[src/rtl/mac_arb_pkg.sv]
// rtl/mac_arb_pkg.sv - shared types and constants for the mac_arbiter slice
//
// Holds the arbiter state enum, default parameter values and the width of
// the read-latency counter (sized for the largest supported RD_LAT of 4).
package mac_arb_pkg;

    typedef enum logic [1:0] {
        ST_IDLE   = 2'd0,
        ST_ISSUE  = 2'd1,
        ST_RDWAIT = 2'd2
    } arb_state_t;

    localparam int DEF_N_REQ  = 4;
    localparam int DEF_ADDR_W = 17;
    localparam int DEF_DATA_W = 32;
    localparam int DEF_RD_LAT = 1;

    // Counter must hold RD_LAT up to 4.
    localparam int CNT_W = $clog2(4) + 1;

endpackage

[src/rtl/mac_arb_rr_picker.sv]
// rtl/mac_arb_rr_picker.sv - combinational winner selection for mac_arbiter
//
// Picks one requester out of the active vector.
// Build option: MAC_ARB_FIXED_PRIO_EN selects fixed priority (lowest active
// index wins, ptr ignored); otherwise round-robin starting at ptr.
//
// Ports:
//   active  in  N_REQ  requesters currently presenting a command
//   ptr     in  IDX_W  round-robin start index
//   grant   out N_REQ  one-hot winner (all zero when nothing is active)
//   win_idx out IDX_W  binary index of the winner
module mac_arb_rr_picker #(
    parameter int N_REQ = 4,
    parameter int IDX_W = $clog2(N_REQ)
) (
    input  logic [N_REQ-1:0] active,
    input  logic [IDX_W-1:0] ptr,
    output logic [N_REQ-1:0] grant,
    output logic [IDX_W-1:0] win_idx
);

`ifdef MAC_ARB_FIXED_PRIO_EN
    logic unused_ptr;
    assign unused_ptr = ^ptr;

    // Scan from the top down so the lowest active index is written last.
    always_comb begin
        grant   = '0;
        win_idx = '0;
        for (int k = N_REQ - 1; k >= 0; k--) begin
            if (active[k]) begin
                grant    = '0;
                grant[k] = 1'b1;
                win_idx  = IDX_W'(k);
            end
        end
    end
`else
    // Scan offsets from the far end back to ptr so the first active
    // requester at or after ptr (modulo N_REQ) is written last.
    always_comb begin
        grant   = '0;
        win_idx = '0;
        for (int k = N_REQ - 1; k >= 0; k--) begin
            if (active[(int'(ptr) + k) % N_REQ]) begin
                grant                               = '0;
                grant[(int'(ptr) + k) % N_REQ]      = 1'b1;
                win_idx = IDX_W'((int'(ptr) + k) % N_REQ);
            end
        end
    end
`endif

endmodule

[src/rtl/mac_arbiter.sv]
// rtl/mac_arbiter.sv - N-way Avalon-MM arbiter in front of the mac slave port
//
// One transfer in flight at a time; writes finish in the issue cycle, reads
// return after the fixed slave latency RD_LAT. All outputs are registered.
// Build option: MAC_ARB_FIXED_PRIO_EN (fixed priority, no round-robin pointer).
//
// Ports:
//   clk, reset             clock, synchronous active-high reset
//   req_cs/read/write      per-requester Avalon strobes (N_REQ each)
//   req_address/writedata  packed per-requester command, slot i at [i*W +: W]
//   req_waitrequest        low only for the winner during its issue cycle
//   req_readdata           shared read data, qualified by req_readdatavalid
//   req_readdatavalid      one-hot, one-cycle read return pulse
//   m_*                    master side toward the mac slave
module mac_arbiter
    import mac_arb_pkg::*;
#(
    parameter int N_REQ  = DEF_N_REQ,
    parameter int ADDR_W = DEF_ADDR_W,
    parameter int DATA_W = DEF_DATA_W,
    parameter int RD_LAT = DEF_RD_LAT
) (
    input  logic                       clk,
    input  logic                       reset,
    input  logic [N_REQ-1:0]           req_cs,
    input  logic [N_REQ-1:0]           req_read,
    input  logic [N_REQ-1:0]           req_write,
    input  logic [N_REQ*ADDR_W-1:0]    req_address,
    input  logic [N_REQ*DATA_W-1:0]    req_writedata,
    output logic [N_REQ-1:0]           req_waitrequest,
    output logic [DATA_W-1:0]          req_readdata,
    output logic [N_REQ-1:0]           req_readdatavalid,
    output logic                       m_chipselect,
    output logic                       m_read,
    output logic                       m_write,
    output logic [ADDR_W-1:0]          m_address,
    output logic [DATA_W-1:0]          m_writedata,
    input  logic [DATA_W-1:0]          m_readdata
);

    localparam int IDX_W = $clog2(N_REQ);

    arb_state_t       state;
    logic [IDX_W-1:0] win;
    logic             cmd_read;
    logic [CNT_W-1:0] cnt;

    logic [N_REQ-1:0] active;
    logic [N_REQ-1:0] pick_grant;
    logic [IDX_W-1:0] pick_idx;
    logic [IDX_W-1:0] ptr_sel;

    assign active = req_cs & (req_read | req_write);

`ifdef MAC_ARB_FIXED_PRIO_EN
    assign ptr_sel = '0;
`else
    logic [IDX_W-1:0] p;
    assign ptr_sel = p;
`endif

    mac_arb_rr_picker #(
        .N_REQ (N_REQ),
        .IDX_W (IDX_W)
    ) u_picker (
        .active  (active),
        .ptr     (ptr_sel),
        .grant   (pick_grant),
        .win_idx (pick_idx)
    );

    always_ff @(posedge clk) begin
        if (reset) begin
            state             <= ST_IDLE;
            win               <= '0;
            cmd_read          <= 1'b0;
            cnt               <= '0;
`ifndef MAC_ARB_FIXED_PRIO_EN
            p                 <= '0;
`endif
            req_waitrequest   <= '1;
            req_readdatavalid <= '0;
            req_readdata      <= '0;
            m_chipselect      <= 1'b0;
            m_read            <= 1'b0;
            m_write           <= 1'b0;
            m_address         <= '0;
            m_writedata       <= '0;
        end else begin
            // Strobes and handshakes are single-cycle unless set below.
            m_chipselect      <= 1'b0;
            m_read            <= 1'b0;
            m_write           <= 1'b0;
            req_waitrequest   <= '1;
            req_readdatavalid <= '0;

            case (state)
                ST_IDLE: begin
                    if (|active) begin
                        // Outputs for the ISSUE cycle are loaded here so the
                        // command appears on m_* straight from flops.
                        // Read wins when read and write are both set.
                        win             <= pick_idx;
                        cmd_read        <= req_read[pick_idx];
                        m_chipselect    <= 1'b1;
                        m_read          <= req_read[pick_idx];
                        m_write         <= ~req_read[pick_idx];
                        m_address       <= req_address[pick_idx*ADDR_W +: ADDR_W];
                        m_writedata     <= req_writedata[pick_idx*DATA_W +: DATA_W];
                        req_waitrequest <= ~pick_grant;
`ifndef MAC_ARB_FIXED_PRIO_EN
                        p <= (pick_idx == IDX_W'(N_REQ - 1)) ? '0 : pick_idx + 1'b1;
`endif
                        state           <= ST_ISSUE;
                    end
                end

                ST_ISSUE: begin
                    if (cmd_read) begin
                        cnt   <= CNT_W'(RD_LAT);
                        state <= ST_RDWAIT;
                    end else begin
                        state <= ST_IDLE;
                    end
                end

                ST_RDWAIT: begin
                    // cnt==1 is the cycle the count reaches zero: slave data
                    // is valid now and is returned from flops next cycle.
                    if (cnt == CNT_W'(1)) begin
                        req_readdata           <= m_readdata;
                        req_readdatavalid[win] <= 1'b1;
                        state                  <= ST_IDLE;
                    end else begin
                        cnt <= cnt - 1'b1;
                    end
                end

                default: state <= ST_IDLE;
            endcase
        end
    end

endmodule
[config.mk]
export PLATFORM = sky130hd
export DESIGN_NAME = mac_arbiter
export DESIGN_NICKNAME = d
export VERILOG_FILES = /design/src/rtl/mac_arb_pkg.sv /design/src/rtl/mac_arb_rr_picker.sv /design/src/rtl/mac_arbiter.sv
export SDC_FILE = /design/constraint.sdc
export NUM_CORES = 1
export LEC_CHECK = 0
export CAP_MARGIN = 10
export CORE_MARGIN = 5
export CORE_UTILIZATION = 35
export DETAILED_ROUTE_END_ITERATION = 10
export PLACE_DENSITY = 0.74
export SYNTH_ARGS = -nofsm -noshare
export SYNTH_HDL_FRONTEND = slang
export SYNTH_SLANG_ARGS = --single-unit
[constraint.sdc]
create_clock -name clk -period 3.9 [get_ports clk]
set_clock_uncertainty 0.15 [all_clocks]
set_input_delay 0.78 -clock clk [delete_from_list [all_inputs] [get_ports clk]]
set_output_delay 0.78 -clock clk [all_outputs]
set_load 0.005 [all_outputs]
==> impl_metrics.yaml, run 1 <==
outcome:
  status: "complete, no violations"
synth:
  synth_cell_types: 49
  synth_common_cells: "nand2_1, dfxtp_1, o211ai_1"
  avgSynthCellArea_um2: 8.12
  ys_ff_latch: 102
  synthSimpleGateAreaFrac_pct: 18.4
  synth_warnings: 0
  synth_fa_ha_area_share_pct: 1.27
  muxShareOfSynthArea_pct: 10.5
  yosys.area.top_type: "dfxtp_1"
  synth_area_um2: 5900
  synth_most_common_cell: "nand2_1"
  synth_edf_count: 0
  synth_xor_area_share_pct: 0.297
  synth.net_count: 975
  synthTopCellsByArea: "dfxtp_1, o211ai_1, mux2i_1"
  syn_inst: 727
  synth_compound_gate_area_share_pct: 25.5
  ys_dominant_reg_cell: "dfxtp_1"
  synth_top_area_share_pct: 34.6
  ys_seq_area_share_pct: 34.6
  synth_top_family_by_area: "compound AO/OA/AOI/OAI gates"
  async_flop_share_pct: 0
worst_setup_path:
  crit_fanout: 100
  r2r_slack_ns: 0.63
  end_kind: "register"
  critPathLaunchType: "register"
  r2r_cells: 9
  critPathKind: "reg -> reg"
  rr_endpoint: "m_write"
  reg2reg_from: "p[1]"
  crit_required_ns: 4.03
  arrival_ns: 3.40
global_routing:
  grt_usage_pct: 21.8
  grtUsageMet3_pct: 6.79
  use_met2_pct: 38.1
  grt_pass1_wl_um: 34300
  grt_util_met1_pct: 25.0
  top_usage_layer: "met2"
  antenna_found_initial: 3
  grt_pass1_vias: 6265
  grt_max_degree: 101
  overflow: 0
route:
  drt-pass1-iter-count: 5
  vias_per_cell: 5.31
  ant_nets: 0
  drc_errors: 0
  vias: 6592
  wl_per_cell_um: 18.1
  drt_iter0_markers: 344
  drt-total-wl_um: 22500
clock_network:
  cts_tree: "yes"
  postCtsSetupBuffers: 0
  cts_root_buf: "clkbuf_16"
  cts.clk_slew.worst_paths_ns: 0.07
  htreeDepth: 3
  cts.repair.resized: 0
  clockBufferDepth: 2
  insertion_delay_ns: 0.34
  hold_buffers: 0
  numCtsBuffers: 9
  clock-sinks: 102
die:
  start_util_pct: 35.6
  die-area_um2: 19600
  die_y_um: 140
  pin_count: 334
  rows: 47
  dieWidth_um: 140
  core_um2: 16600
power:
  p_leak_nw: 3.59
  powerDensity_nw_per_um2: 481
  vdd_ir_drop_max_mv: 0.360
worst_hold_path:
  hold_path_class: "reg -> reg"
  holdPathStages: 2
  min_to: "req_readdata[8]"
  worstHoldStart: "req_readdata[8]"
placed_design:
  placed_cells: 1224
  gp_congestion: 0.830
  port-buffer-count: 333
  dp_hpwl_um: 16700
final_layout:
  finalNonFillerCells: 1242
  syn_to_final_growth_pct: 64.7
  drive_gt1_share_pct: 5.39
  fin_nets: 1263
sta:
  hold_violations: 0
  period_needed_ns: 3.27
  fin_crit_sh_pct: 83.9
  finalSetupTns_ns: 0
  rsz0062_at_grt: "false"
  tightest_slew_ns: 0.912
  slew_headroom_pct: 39.2
  setup_violations: 0
  max_freq_mhz: 306
  final_max_slew_viol_count: 0
flow_run:
  maxCapViolations: 0
[logic make-up (layout without fill, tap and decap cells)]
| kind of cell | Yosys count | in the layout |
|---|---|---|
| compound gates | 217 | 217 |
| xor+xnor | 2 | 2 |
| fa+ha+maj | 6 | 6 |
| buf+inv | 131 | 424 |
| flops | 102 | 102 |
| mux | 60 | 60 |
| other cells | 0 | 2 |
| simple gates | 209 | 209 |
[layer usage]
metal	vias up	routed length, µm
li1	3240	-
met1	3058	8660
met2	256	11300
met5	-	11
met4	2	614
met3	36	1950
[worst max-delay path by stage]
stage                      startpoint      endpoint  depth (start not counted)
after CTS                        p[1]       m_write                          9
after floorplan                  p[1]  m_address[0]                         12
after detailed placement  req_read[2]       m_write                          8
after global routing             p[1]       m_write                          9
final                            p[1]       m_write                          9
after global placement    req_read[2]       m_write                          8
[placed cells by master (no fill, tap or decap), types with 3 or more instances in the layout]
cell,instances
o22ai_1,3
a31oi_1,51
buf_4,14
a21oi_1,36
inv_1,53
o211ai_1,98
nor3_1,5
nor2_1,14
o2111ai_1,4
a221o_1,5
o21ai_2,4
clkbuf_16,9
clkdlybuf4s50_1,332
dfxtp_1,102
ha_1,6
buf_12,5
and4_1,50
nand2_1,123
mux2i_1,56
[per-stage QoR]
step | worst slack (ns) | hold WS [ns] | area (µm²) | power (mW) | utilization, %
CTS | 0.584 | 0.306 | 9720 | 4.73 | 58.6
global route | 0.332 | 0.325 | 9720 | 4.98 | 58.6
finish | 0.627 | 0.304 | 9720 | 4.68 | 58.6
floorplan | 1.15 | 0.283 | 5900 | 2.72 | -
global placement | 0.334 | 0.291 | 9430 | 3.81 | 56.9
detailed placement | 0.275 | 0.296 | 9430 | 3.84 | 56.9
[layout make-up]
type	instances	area, µm²
Sequential cell	102	2040
Timing Repair Buffer	352	3530
Clock inverter	4	30.0
Tap cell	220	275
Antenna cell	2	5.00
Clock buffer	12	256
Inverter	56	213
Multi-Input combinational cell	494	3370
Fill cell	1551	6860
[where the power goes]
part           leakage (nW)  total [mW]  switching [mW]  internal (mW)
combinational          2.62        2.35            1.15           1.20
sequential            0.834        1.45           0.154           1.30
clock                 0.139       0.873           0.402          0.471
total                  3.59        4.68            1.71           2.97
[worst max-delay path: stages, from the launching register on]
cell      delay [ns]
dfxtp_1         0.60
inv_2           0.14
ha_1            0.39
inv_2           0.09
or2_1           0.28
a32oi_4         0.19
buf_4           0.70
a31oi_1         0.20
a211o_1         0.32
a21boi_1        0.14
[registers in the layout (all words and copies together), names as in the netlist, 3 cells and up]
signal	cells
req_readdata	32
cnt	3
req_readdatavalid	4
m_address	17
m_writedata	32
req_waitrequest	4
Note: power is estimated with default switching activity, not from simulation.
==> inputs of run 2 (changes only) <==
- clock period: 3.9 -> 3.2 ns (I/O delays scaled with it)
==> run 2 against run 1 <==
First-iteration DRC count decreased by 20%. Count of clock-buffer cells in the layout shrank 3. Global-route usage up 1.1 points. Die area unchanged. Setup slack worse by 0.26 ns. Worst hold slack got worse by 0.00063 ns. Routed wire length rose by 3.4%. Register-to-register slack lost 0.18 ns.
==> impl_metrics.yaml, run 2 (synthesis results as in run 1) <==
final_layout:
  largest_registers: "m_writedata x32, req_readdata x32, m_address x17"
  fin_nets: 1273
  design_area_um2: 9880
  layout_common_cells: "clkdlybuf4s50_1, nand2_1, dfxtp_1, o211ai_1, mux2i_1"
  mostFrequentLayoutCell: "clkdlybuf4s50_1"
  drive_gt1_share_pct: 6.41
  syn_to_final_growth_pct: 67.4
  finalNonFillerCells: 1252
clock_network:
  cts.clk_slew.worst_paths_ns: 0.07
  cts_root_buf: "clkbuf_16"
  numCtsBuffers: 9
  htreeDepth: 3
  insertion_delay_ns: 0.35
  clockBufferDepth: 2
  clock-sinks: 102
  hold_buffers: 0
  cts_tree: "yes"
  postCtsSetupBuffers: 0
  cts.repair.resized: 0
power:
  vdd_ir_drop_max_mv: 0.353
  clock_power_share_pct: 19.5
  p_leak_nw: 3.66
  p_comb_share_pct: 51.1
  p_int_mw: 3.76
  p_sw_mw: 2.16
  swShare_pct: 36.5
  pwr-share-seq_pct: 29.5
  power_mw: 5.92
  powerDensity_nw_per_um2: 600
worst_setup_path:
  critPathKind: "in -> reg"
  crit_fanout: 9
  r2r_cells: 9
  critPathLaunchType: "input pin"
  arrival_ns: 2.92
  crit_required_ns: 3.28
  end_kind: "register"
route:
  ant_nets: 0
  drt-total-wl_um: 23300
  vias_per_cell: 5.28
  vias: 6616
  wl_per_cell_um: 18.6
  drt_iter0_markers: 275
  drc_errors: 0
  drt-pass1-iter-count: 4
global_routing:
  grt_max_degree: 89
  grt_pass1_wl_um: 35900
  antenna_found_initial: 2
  grt_pass1_vias: 6495
  overflow: 0
  grt_usage_pct: 22.8
sta:
  fin_crit_sh_pct: 88.6
  tightest_slew_ns: 0.539
  setup_violations: 0
  slew_headroom_pct: 64.0
  max_freq_mhz: 353
  hold_violations: 0
  final_max_slew_viol_count: 0
  period_needed_ns: 2.84
  rsz0062_at_grt: "false"
  hold_slack_ns: 0.303
flow_run:
  maxCapViolations: 0
die:
  pin_count: 334
  start_util_pct: 35.6
  core_um2: 16600
  die_y_um: 140
  dieWidth_um: 140
  die-area_um2: 19600
  rows: 47
placed_design:
  port-buffer-count: 333
  placed_area_um2: 9570
  placed_cells: 1234
  gp_congestion: 0.848
  dp_hpwl_um: 17400
outcome:
  status: "complete, no violations"
worst_hold_path:
  holdPathStages: 2
  hold_path_class: "reg -> reg"
==> run 2: cell types whose count changed in the layout (fill, tap and decap cells not counted) <==
cell / delta
clkbuf_8: -2
clkinvlp_4: +2
inv_8: +1
clkbuf_1: -1
bufinv_16: +1
buf_12: +5
clkinv_2: -1
buf_4: +5
==> run 2: final timing paths <==
check | startpoint | to | slack, ns
worst max-delay path | req_read[2] | m_writedata[1] | 0.36
worst min-delay path | req_readdata[4] | req_readdata[4] | 0.30
worst min register to register | req_readdata[4] | req_readdata[4] | 0.30
worst max register to register | p[0] | m_writedata[1] | 0.45
==> run 2: layout make-up <==
type / instances / area (µm²)
clock inverters: 7 / 81.3
multi-input cells: 494 / 3370
flip-flops and latches: 102 / 2040
inverters: 56 / 213
repair buffers: 362 / 3670
fillers: 1546 / 6700
diodes: 2 / 5.00
well taps: 220 / 275
clock buffers: 9 / 225
==> run 2: metrics by stage <==
stage	TNS [ns]	worst slack, ns	util [%]
floorplan	0	0.453	-
global placement	-0.0439	-0.0439	57.7
detailed placement	-0.0480	-0.0480	57.7
CTS	0	0.325	59.6
global route	0	0.224	59.6
finish	0	0.364	59.6
==> run 2: power groups by stage <==
stage	Combinational, mW	Sequential [mW]	Clock (mW)
after global routing	3.28	1.79	1.24
after floorplan	1.54	1.78	0
after global placement	3.02	1.76	0
after CTS	3.05	1.75	1.17
final	3.03	1.75	1.15
after detailed placement	3.04	1.77	0
==> run 2: layer usage <==
layer / GRT usage (%) / vias to the layer above / part of all wire [%]
met2: 40.2 / 276 / 50
met5: 0 / - / 0
met1: 25.9 / 3039 / 38
met3: 7.44 / 32 / 9.7
met4: 8.16 / 0 / 2.3
li1: - / 3269 / -
==> run 2: worst max-delay path, cell delays in order <==
cell,delay [ns]
clkdlybuf4s50_1,0.44
o21ai_2,0.35
mux2i_1,0.20
a32oi_4,0.32
and3_4,0.30
buf_4,0.22
mux2i_1,0.32
o211ai_1,0.12
